## src/rtl/cs_series_filter_if.sv

```systemverilog
// Sample/result bundle for cs_series_filter: 8-bit sample stream in, 10-bit filtered result out.
interface cs_series_filter_if;
  logic [7:0] X;
  logic [9:0] Y;

  modport master (output X, input Y);
  modport slave  (input X, output Y);
endinterface

```

## src/rtl/cs_series_filter.sv

```systemverilog
// Nine-tap sliding-window approximate-average filter:
// Y = floor((sum + 9 * largest sample not above the window average) / 8).
module cs_series_filter (
  input  logic               clk,
  input  logic               reset,
  cs_series_filter_if.slave  bus
);

  localparam int unsigned DEPTH = 9;

  logic [7:0]  r_win [DEPTH];
  logic [11:0] w_sum;
  logic [7:0]  w_xappr;
  logic [12:0] w_total;

  always_ff @(posedge clk) begin
    // NOTE: the window is real state whose cleared value is observable on Y, so it is reset; a storage array with no reset meaning would be left unreset.
    if (reset) begin
      for (int i = 0; i < DEPTH; i++) r_win[i] <= '0;
    end else begin
      // NOTE: non-blocking assignments make every tap take its neighbour's pre-edge value, giving a true shift.
      r_win[0] <= bus.X;
      for (int i = 1; i < DEPTH; i++) r_win[i] <= r_win[i-1];
    end
  end

  always_comb begin
    // NOTE: defaults first so every path assigns both outputs and no latch is inferred.
    w_sum   = '0;
    w_xappr = '0;
    for (int i = 0; i < DEPTH; i++) w_sum = w_sum + 12'(r_win[i]);
    // Comparing 9*Wi against the sum avoids a divide-by-9; the minimum always qualifies.
    for (int i = 0; i < DEPTH; i++) begin
      if ((12'd9 * {4'd0, r_win[i]}) <= w_sum && r_win[i] > w_xappr)
        w_xappr = r_win[i];
    end
  end

  assign w_total = {1'b0, w_sum} + 13'd9 * {5'd0, w_xappr};
  assign bus.Y   = 10'(w_total >> 3);

endmodule

```

## src/flat_wrapper.sv

```systemverilog
// flat-port wrapper written by rule: the top's interface ports become plain ports
module cs_series_filter_flat 
  (clk, reset, bus_X, bus_Y);
  cs_series_filter_if bus_i ();
  input  logic clk;
  input  logic reset;
  input wire logic [$bits(bus_i.X)-1:0] bus_X;
  output wire logic [$bits(bus_i.Y)-1:0] bus_Y;
  assign bus_i.X = bus_X;
  assign bus_Y = bus_i.Y;
  cs_series_filter u_core (.clk(clk), .reset(reset), .bus(bus_i));
endmodule
```

## config.mk

```make
export PLATFORM = sky130hd
export DESIGN_NAME = cs_series_filter_flat
export DESIGN_NICKNAME = d
export VERILOG_FILES = /design/src/rtl/cs_series_filter_if.sv /design/src/rtl/cs_series_filter.sv /design/src/flat_wrapper.sv
export SDC_FILE = /design/constraint.sdc
export NUM_CORES = 1
export LEC_CHECK = 0
export CORE_MARGIN = 2
export CORE_UTILIZATION = 60
export CTS_CLUSTER_DIAMETER = 200
export CTS_CLUSTER_SIZE = 16
export DETAILED_ROUTE_END_ITERATION = 7
export GPL_TIMING_DRIVEN = 0
export PLACE_DENSITY_LB_ADDON = 0.2
export SKIP_CTS_REPAIR_TIMING = 1
export SYNTH_ARGS = -nofsm -noshare
export SYNTH_HDL_FRONTEND = slang
export SYNTH_SLANG_ARGS = --single-unit
```

## constraint.sdc

```tcl
create_clock -name clk -period 37.7 [get_ports clk]
set_clock_uncertainty 0.15 [all_clocks]
set_input_delay 3.77 -clock clk [delete_from_list [all_inputs] [get_ports clk]]
set_output_delay 3.77 -clock clk [all_outputs]
set_load 0.005 [all_outputs]
```

**Word level (Yosys, flattened, before mapping)**

Memory sizes are Yosys's and may differ from the RTL's.
Cells that the tools add are included.
Widths: inputs -> output; s select.

- $add $sub $neg: 9
- $mul: 10
- $lt $le $gt $ge: 18
- Mux-type cells: 21
- Bitwise gates (word level): 9
- Reduce and logical (&&, ||, !) cells: 9

Operator list:

| kind | count |
|---|---|
| $mux 8 | 18 |
| $mul 4x8->12 const A | 10 |
| $le 12x12->1 | 9 |
| $add 12x8->12 | 7 |
| $gt 8x8->1 | 8 |
| $add 12x12->13 | 1 |
| $add 8x8->9 | 1 |
| $logic_and 1x1->1 | 9 |
| $or 1x1->1 | 9 |
| $gt 8x1->1 const B | 1 |
| $mux 1 | 3 |

- Register bits: 0
- Memory bits (writable): 72
- Input port bits: 10
- Output and inout port bits: 10
- Word-level logic and storage cells: 77
- Memories: 1

Memory list:

| memory | depth | bits a word | rd ports | clocked after Yosys merged registers in | wr ports | RTL line | RTL |
|---|---|---|---|---|---|---|---|
| u_core.r_win | 9 | 8 | 9 | 0 | 9 | cs_series_filter.sv:11 | `logic [7:0] r_win [DEPTH];` |

**Longest topological paths before layout**

An unclocked memory read counts as a cell.

- Depth after elaboration: 38
- Mapped depth: 133

**Worst setup path after synthesis**

No wires, ideal clock.

- Kind: register -> output
- From: mem u_core.r_win[1][1]
- To: out bus_Y[9]
- Data arrival time: 23.910 ns
- Required time: 33.780 ns
- Path slack: 9.870 ns
- Cell stages (with the launch flop): 124
- Buffers on the path: 8
- Cells stage by stage: dfxtp_1 inv_1 fa_1 inv_1 a21oi_1 o21ai_0 xor2_1 fa_1 inv_1 fa_1 fa_1 fa_1 inv_1 ha_1 a21oi_1 o21bai_1 a21oi_1 o21bai_1 [... 88 more ...] o21ai_0 nand2b_1 a21oi_1 o21ai_0 o311a_1 clkinv_1 clkbuf_1 a21oi_1 ha_1 inv_1 fa_1 inv_1 ha_1 nand3_1 a211o_1 and3b_1 o31ai_2 a31o_1

RTL lines:

| item | RTL line | RTL |
|---|---|---|
| from (decl) | cs_series_filter.sv:11 |  |
| to (decl) | flat_wrapper.sv:8 | `output wire logic [$bits(bus_i.Y)-1:0] bus_Y;` |

==> flow_summary_export.csv <==
group,metric,value,unit
clocking,clock_tree.buffer_depth,2,
timing,hold_viol_final,0,
place,dp_hpwl,27.4,mm
place,finalWeightedCongestion,0.914,
worst_setup_path,critPathLaunchType,"register",
synthesis,synth.area.top_cells,"ha_1 (29%), dfxtp_1 (12%), fa_1 (10%)",
cells_and_area,finish.instance_area,0.0134,mm2
cells_and_area,area.growth.synth_to_final,8.00,%
synthesis,yosys_register_bits,72,
worst_setup_path,crit_slowest_cell,"o311ai_0",
timing,worst_slew_pin_slew,1.09,ns
flow_run,cap_viol_max_count,0,
grt,number_of_global_route_vias_before_repair,10804,
cells_and_area,multiInputGateArea,0.0100,mm2
routing,drt_iter0_markers,869,
grt,overflow,0,
grt,first_pass_grt_wire_length,55.0,mm
floorplan,top_ports,20,
clocking,h-tree-depth,3,
cells_and_area,largest_reg_flops,72,
worst_setup_path,max_stage_delay,0.80,ns
clocking,path_clk_slew,0.06,ns
floorplan,initial_utilization,61.2,%
synthesis,synth_net_count,1862,
timing,final_period_minus_worst_setup_slack,33.11,ns
place,port_buffers,18,
floorplan,core.rowCount,52,
cells_and_area,post_route_cells_drive_above_1_share,4.07,%
cells_and_area,largest_register,"u_core.r_win",
clocking,clk_latency,0.35,ns
synthesis,postSynth.asyncResetShare,0,%
floorplan,design.die.area,0.0218,mm2
cells_and_area,most-common-layout-cells,"ha_1 (283), inv_1 (226), a21oi_1 (124)",
worst_setup_path,arrival,29.19,ns
cells_and_area,fillCellCount,1709,
routing,met2WireLength,15.7,mm
cells_and_area,layout.area.seq,0.00144,mm2
synthesis,netlist.top_cell.by_area,"ha_1",
timing,rsz0062_at_grt,"no",
place,postPlaceCellArea,0.0131,mm2
worst_setup_path,critPathMostFrequentCell,"a21oi_1",
clocking,cts_made_buffers,9,
synthesis,synth_seq_area_share,11.6,%
grt,grt_max_degree,14,
synthesis,netlist_area,0.0124,mm2
routing,met1Wirelength,14.7,mm
cells_and_area,layout.nets,1898,
routing,drt_pass1_iterations,6,
clocking,cts_tree,"built",
worst_setup_path,criticalPathCategory,"register to output pin",
status,run_status,"complete, no violations",
synthesis,synth_edf_count,0,
routing,wl_per_cell,18.7,um
cells_and_area,layout.cells.most_common,"ha_1",
clocking,clock_sink_count,72,
worst_setup_path,timing.critical_path.to_type,"output pin",
routing,routed_via_density,6.07,
timing,final_period_utilization,87.8,%
timing,maxSlewViolCount,0,
cells_and_area,antenna_cells,0,
synthesis,syn-instance-count,1507,
worst_setup_path,worst-endpoint-required,33.78,ns
worst_setup_path,crit_path_max_fanout,11,
clocking,clockRootBuffer,"clkbuf_16",
synthesis,yosysWarnings,0,
routing,topRoutingLayerUsed,"met4",
routing,total_drc_errors_in_the_routed_layout,0,
cells_and_area,largestRegisters,"u_core.r_win (72)",
timing,finalSetupViolations,0,
routing,wl_met3,2.20,mm
synthesis,ys_types,80,
routing,vias,11044,
synthesis,synth_top_flop_cell,"dfxtp_1",
grt,gr-usage-all-layers,32.2,%
timing,hold-worst-slack,0.411,ns
floorplan,floorplan.die.height,148,um
routing,detail-route-antenna-nets,0,
routing,wl,34.0,mm
grt,grt_antenna_before_repair,0,
hold_path,hold_class,"register to register",
timing,max_slew_margin,27.6,%
synthesis,synthDominantCellAreaShare,28.6,%
floorplan,chipWidth,148,um
timing,tns,0,ns
floorplan,core_area,0.0202,mm2
synthesis,post_synth.cell_area_avg,8.22,um2
timing,clock.fmax,30.2,MHz
-- area by class of cell --
cell class	count	share of cell area, %
Tap cell	270	2.53
Inverter	228	6.40
Sequential cell	72	10.8
Buffer	24	0.860
Multi-Input combinational cell	1183	74.9
Clock buffer	10	1.79
Clock inverter	6	0.505
Timing Repair Buffer	25	2.23
-- cells in the mapped netlist (4+ instances only) --
master     count
nand3_1       39
xor2_1        14
clkbuf_1      18
nand2_1       63
nand2b_1      13
nand4_1       21
a211o_1        9
o21ai_0       68
inv_1        226
mux2i_1       14
and3_1        11
a211oi_1       9
a21oi_1      124
mux2_2         6
o2111ai_1      9
o211ai_1       9
or3_1          7
or2_2          7
maj3_1         4
xnor2_1       67
nor2_1       114
and2_1         7
fa_1          62
o21ai_1        4
a21o_1        52
nor2b_1       53
o21bai_1       8
a22oi_1        5
ha_1         283
a31oi_1        5
dfxtp_1       72
nor3_1        18
a221o_1        5
o21a_1        10
-- metal layers --
| metal | global-route usage [%] | up-vias |
|---|---|---|
| met1 | 41.8 | 5278 |
| met3 | 4.26 | 86 |
| met5 | 0 | - |
| met2 | 54.3 | 350 |
| met4 | 13.2 | 0 |
| li1 | - | 5330 |
-- critical path, delay by kind of cell (launching register included) --
family,cells,cell delay [ns]
AO/OA/AOI/OAI,55,12.31
adder cells (fa/ha/maj),18,6.52
buffers and inverters,24,4.68
AND/OR/NAND/NOR,25,3.71
XOR/XNOR,2,0.75
flip-flops,1,0.61
multiplexers,1,0.21
-- logic make-up after synthesis --
kind of cell | after synthesis | synth area share [%]
simple gates | 374 | 15.2
mux | 23 | 2.10
buf+inv | 252 | 7.84
xor+xnor | 81 | 5.73
fa+ha+maj | 349 | 38.9
flops | 72 | 11.6
compound gates | 356 | 18.6
-- stage by stage --
step           setup slack, ns  util [%]  std cells
2_1_floorplan             9.87         -       1507
3_3_place_gp              4.55      63.8       1795
3_5_place_dp              5.67      64.6       1802
4_1_cts                   5.16      66.1       1818
5_1_grt                   2.44      66.1       1818
6_report                  4.59      66.1       1818
-- final timing paths --
check / slack [ns] / end / from / depth (start not counted)
max: 4.59 / bus_Y[9] / u_core.r_win[1][1] / 125
min: 0.41 / u_core.r_win[1][0] / u_core.r_win[0][0] / 2
max reg2reg: 36.26 / u_core.r_win[4][2] / u_core.r_win[3][2] / 3
min reg2reg: 0.41 / u_core.r_win[1][0] / u_core.r_win[0][0] / 2
Power is not shown: default switching activity piles up to over one toggle a cycle in this logic, so the estimate is an artifact.
